--- src/rtl/rr_arbiter.sv ---
// rr_arbiter: NUM_REQ-way round-robin arbiter with registered one-hot grant and owner lock.
// Define ARB_HOLD_LIMIT_EN to cap an owner's tenure at MAX_HOLD cycles when others are waiting.
`timescale 1ns/1ps
module rr_arbiter #(
  parameter int NUM_REQ  = 4,
  parameter int MAX_HOLD = 8
) (
  input  logic                       clock,
  input  logic                       reset,
  input  logic [NUM_REQ-1:0]         req,
  output logic [NUM_REQ-1:0]         gnt,
  output logic                       gnt_valid,
  output logic [$clog2(NUM_REQ)-1:0] gnt_id
);
  localparam int IDW = $clog2(NUM_REQ);

  typedef enum logic {IDLE, GRANT} state_t;

  state_t             state_reg, state_next;
  logic [NUM_REQ-1:0] gnt_reg, gnt_next;
  logic [IDW-1:0]     gnt_id_reg, gnt_id_next;
  logic [IDW-1:0]     last_id_reg, last_id_next;

  logic [NUM_REQ-1:0] search_req, hi_mask, hi_req, pick, win_oh;
  logic [IDW-1:0]     win_id;
  logic               win_found, owner_req, take;

  generate
    if (NUM_REQ < 2 || NUM_REQ > 32 || MAX_HOLD < 1) begin : g_bad_param
      $error("rr_arbiter: NUM_REQ must be 2..32 and MAX_HOLD >= 1");
    end
  endgenerate

  // The current owner is removed from the search, so it can only win again after everyone else.
  assign search_req = req & ~gnt_reg;
  assign owner_req  = |(req & gnt_reg);
  assign win_found  = |search_req;

  genvar gi;
  generate
    for (gi = 0; gi < NUM_REQ; gi++) begin : g_bits
      assign hi_mask[gi] = (IDW'(gi) > last_id_reg);
      assign win_oh[gi]  = (win_id == IDW'(gi));
    end
  endgenerate

  assign hi_req = search_req & hi_mask;

  // Lowest set bit above last_id wins; otherwise wrap around to the lowest set bit overall.
  always_comb begin
    pick   = (|hi_req) ? hi_req : search_req;
    win_id = '0;
    for (int i = NUM_REQ - 1; i >= 0; i--) begin
      if (pick[i]) win_id = IDW'(i);
    end
  end

`ifdef ARB_HOLD_LIMIT_EN
  localparam int HCW = $clog2(MAX_HOLD + 1);
  localparam logic [HCW-1:0] HOLD_LAST = HCW'(MAX_HOLD - 1);
  logic [HCW-1:0] hold_cnt_reg, hold_cnt_next;
`endif

  always_comb begin
    state_next   = state_reg;
    gnt_next     = gnt_reg;
    gnt_id_next  = gnt_id_reg;
    last_id_next = last_id_reg;
    take         = 1'b0;
`ifdef ARB_HOLD_LIMIT_EN
    hold_cnt_next = hold_cnt_reg;
`endif
    case (state_reg)
      IDLE: begin
        if (win_found) take = 1'b1;
      end
      GRANT: begin
        if (owner_req) begin
`ifdef ARB_HOLD_LIMIT_EN
          if (hold_cnt_reg == HOLD_LAST && win_found) begin
            take = 1'b1;
          end else if (hold_cnt_reg != HOLD_LAST) begin
            hold_cnt_next = hold_cnt_reg + 1'b1;
          end
`endif
        end else if (win_found) begin
          take = 1'b1;
        end else begin
          state_next = IDLE;
          gnt_next   = '0;
`ifdef ARB_HOLD_LIMIT_EN
          hold_cnt_next = '0;
`endif
        end
      end
      default: begin
        state_next = IDLE;
        gnt_next   = '0;
      end
    endcase
    if (take) begin
      state_next   = GRANT;
      gnt_next     = win_oh;
      gnt_id_next  = win_id;
      last_id_next = win_id;
`ifdef ARB_HOLD_LIMIT_EN
      hold_cnt_next = '0;
`endif
    end
  end

  always_ff @(posedge clock or posedge reset) begin
    if (reset) begin
      state_reg   <= IDLE;
      gnt_reg     <= '0;
      gnt_id_reg  <= '0;
      last_id_reg <= IDW'(NUM_REQ - 1);
`ifdef ARB_HOLD_LIMIT_EN
      hold_cnt_reg <= '0;
`endif
    end else begin
      state_reg   <= state_next;
      gnt_reg     <= gnt_next;
      gnt_id_reg  <= gnt_id_next;
      last_id_reg <= last_id_next;
`ifdef ARB_HOLD_LIMIT_EN
      hold_cnt_reg <= hold_cnt_next;
`endif
    end
  end

  assign gnt       = gnt_reg;
  assign gnt_valid = |gnt_reg;
  assign gnt_id    = gnt_id_reg;

`ifndef SYNTHESIS
  req_known_a: assert property (@(posedge clock) disable iff (reset) !$isunknown(req));
`endif

endmodule

--- config.mk ---
export PLATFORM = sky130hd
export DESIGN_NAME = rr_arbiter
export DESIGN_NICKNAME = d
export VERILOG_FILES = /design/src/rtl/rr_arbiter.sv
export SDC_FILE = /design/constraint.sdc
export NUM_CORES = 1
export LEC_CHECK = 0
export ABC_AREA = 0
export BUFFER_PORTS_ARGS = -buffer_cell sky130_fd_sc_hd__buf_2
export CAP_MARGIN = 20
export CELL_PAD_IN_SITES_DETAIL_PLACEMENT = 1
export CELL_PAD_IN_SITES_GLOBAL_PLACEMENT = 1
export CORE_MARGIN = 2
export CORE_UTILIZATION = 34
export DETAILED_ROUTE_END_ITERATION = 12
export PLACE_DENSITY = 0.82
export SLEW_MARGIN = 20
export SYNTH_ARGS = -nofsm -noshare
export SYNTH_HDL_FRONTEND = slang
export SYNTH_SLANG_ARGS = --single-unit
--- constraint.sdc ---
create_clock -name clock -period 1.3 [get_ports clock]
set_input_delay 0.26 -clock clock [delete_from_list [all_inputs] [get_ports clock]]
set_output_delay 0.26 -clock clock [all_outputs]
set_load 0.02 [all_outputs]
==> summary.md <==
| Metric | Value |
|---|---|
| Root cell of the clock tree | clkbuf_4 |
| GP Congestion | 0.9296 |
| Synth area leader | dfrtp_1 |
| CP startpoint kind | register |
| Core Area | 1471 µm² |
| Worst Hold Slack | 0.5066 ns |
| Initial antenna violation count | 0 |
| Initial Utilization | 35.46% |
| # setup viols final | 10 |
| Critical path capture point type | register |
| Failing checks | negative setup slack |
| Yosys cell types | 30 |
| Synthesized flop and latch total | 9 |
| HP Class | input pin to async pin |
| Seq/Total Area, Yosys | 43.65% |
| Total CTS buffers | 3 |
| Final WS setup | -0.3762 ns |
| Max-slew violations | 0 |
| CTS Buffer Depth | 2 |
| Slew margin rel. | 76.35% |
| Share of cells above drive strength 1 | 71.25% |
| Post-synth EDFFs | 0 |
| # DRC | 0 |
| Cell chain of the critical path | buf_6, or2b_4, o22ai_2, a221o_1, a32o_1 |
| Clock-pin slew of the registers on the worst-case setup and hold paths | 0.06 ns |
| Mapped Area | 521.8 µm² |
| Top_reg_cell synth | dfrtp_1 |
| Diode count | 0 |
| Vias in the first global route | 586 |
| Sum of buffers and inverters on the critical path | 1 |
| # IOs | 13 |
| Layout area overhead | 73.86% |
| WP data arrival | 1.86 ns |
| # rows | 14 |
| Reg2Reg Setup Slack | -0.38 ns |
| Leading cell type in the layout, fill and taps excluded | buf_2 |
| Req. time, crit path | 1.48 ns |
| # H-tree levels | 1 |
| Drt first pass iters | 3 |
| Ys async rst share | 100.0% |
| Final Net Count | 87 |
| Die area | 1864 µm² |
| Non-Filler Instances | 96 |
| RSZ-0062 raised after global routing | true |
| Die Ht | 43.18 µm |
| Slowest stage cell, crit path | dfrtp_2 |
| Detail Placement HPWL | 1236 µm |
| Total grt overflow | 0 |
| CTS sink count | 9 |
| Slew @ Worst Pin | 0.3544 ns |
| Routed Antenna Nets | 0 |
| Fmax | 596.6 MHz |
| First-pass GRT wire length | 2891 µm |
| Fin area | 907.1 µm² |
| Period utilization | 128.9% |
| Cells after DPL | 88 |
| Fin. Hold Viols | 0 |
| Pwr dens | 2656 nW/µm² |
| Worst setup path class | register to register |
| Synthesized instance count | 48 |
| Max reg flops | 4 |
| Delay-heaviest family, CP | compound AO/OA/AOI/OAI gates |
| Count of warnings emitted by yosys | 0 |
| Routed WL per cell | 20.35 µm |
| Iter 0 DRT Violations | 7 |
| Vias per cell | 5.698 |
| Largest net degree at the start of global routing | 10 |
| Mapped Nets | 54 |
| Crit path largest cell delay | 0.42 ns |
| DP Area | 708.2 µm² |
| Top-area cell type share of the netlist area | 33.57% |
| Most frequent cells in the layout | 11 x buf_2, 10 x buf_4, 6 x buf_6, 4 x inv_1, 4 x dfrtp_2 |
| Synth top area cells | dfrtp_1 34%, dfstp_2 10%, a21oi_1 3.8% |
| Clock Skews | 0.0007578 ns |
| Total power | 2409 µW |
| Synth Area per Inst | 10.87 µm² |
| Leakage | 0.0003870 µW |
| Final wirelength | 1954 µm |
| I/O Buffers | 12 |
| CTS tree | built |
| VDD IR max | 1.585 mV |
| Chip width | 43.18 µm |
| Max-cap violations | 0 |
| Maximum fanout along the worst path | 5 |
| Min Clock Period, post-route | 1.676 ns |
| GRT Util Overall | 21.72% |
| DR vias | 547 |
| Status | complete, but fails checks |
| Worst-skew pair later-pin latency | 0.25 ns |
==> final timing paths <==
kind | from | end | cells after the start
min | reset | gnt_id[1]$_DFFE_PP0P_ | 3
max | gnt[1]$_DFFE_PP0P_ | gnt[1]$_DFFE_PP0P_ | 5
max in group asynchronous | reset | last_id_reg[0]$_DFFE_PP1P_ | 3
min in group clock | req[2] | last_id_reg[1]$_DFFE_PP1P_ | 5
min reg2reg | gnt_id[1]$_DFFE_PP0P_ | gnt_id[1]$_DFFE_PP0P_ | 2
max reg2reg | gnt[1]$_DFFE_PP0P_ | gnt[1]$_DFFE_PP0P_ | 5
==> where the power goes <==
group	switching (µW)	total, µW	internal (µW)	leakage (µW)
Combinational	837	1620	784	0.000272
Sequential	144	581	437	0.000100
Clock	89.0	207	118	0.0000150
==> Yosys cell counts (2+ instances only) <==
cell type,number
o21ai_0,3
dfrtp_1,7
inv_1,4
dfstp_2,2
o2bb2ai_1,2
a21oi_1,4
a22o_1,2
a32o_1,2
==> layer usage <==
metal / global-route usage [%] / part of all wire (%) / up-vias
met5: 0 / 0 / -
li1: - / - / 253
met3: 1.277 / 2.2 / 8
met4: 9.697 / 4.1 / 0
met1: 27.06 / 39 / 272
met2: 37.91 / 55 / 14
==> worst register-to-register path: cells and delay by family, from the launching register on <==
| kind | cells | cell delay (ns) |
|---|---|---|
| and+or+nand+nor | 1 | 0.28 |
| AOI/OAI and AO/OA | 3 | 0.78 |
| DFF | 1 | 0.42 |
| buffers and inverters | 1 | 0.13 |
==> area by class of cell <==
class | instances | area [µm²]
Clock buffer | 4 | 26.28
Fill cell | 162 | 564.3
Tap cell | 16 | 20.02
Sequential cell | 9 | 232.7
Timing Repair Buffer | 28 | 207.7
Multi-Input combinational cell | 35 | 405.4
Inverter | 4 | 15.01
==> per-stage QoR <==
stage | TNS, ns | util, % | worst slack, ns
5_1_grt | -2.616 | 61.65 | -0.3835
3_5_place_dp | -1.314 | 48.13 | -0.2274
2_1_floorplan | -0.4607 | - | -0.1332
6_report | -2.205 | 61.65 | -0.3762
4_1_cts | -1.919 | 56.55 | -0.3140
3_3_place_gp | -0.8919 | 48.13 | -0.1852
==> cells by family after synthesis <==
| group | share of synthesized area [%] |
|---|---|
| AND/OR/NAND/NOR | 17.99 |
| AO/OA/AOI/OAI | 35.49 |
| flip-flops | 43.65 |
| buffers and inverters | 2.877 |
==> repair_timing <==
action,4_1_cts,5_1_grt
hold buffers,1,0
resized for setup,14,13
pin swaps,7,8
endpoints found under the setup margin,9,10
hold endpoints to repair,7,0
setup buffers,2,1
Note: power is estimated with default switching activity, not from simulation.
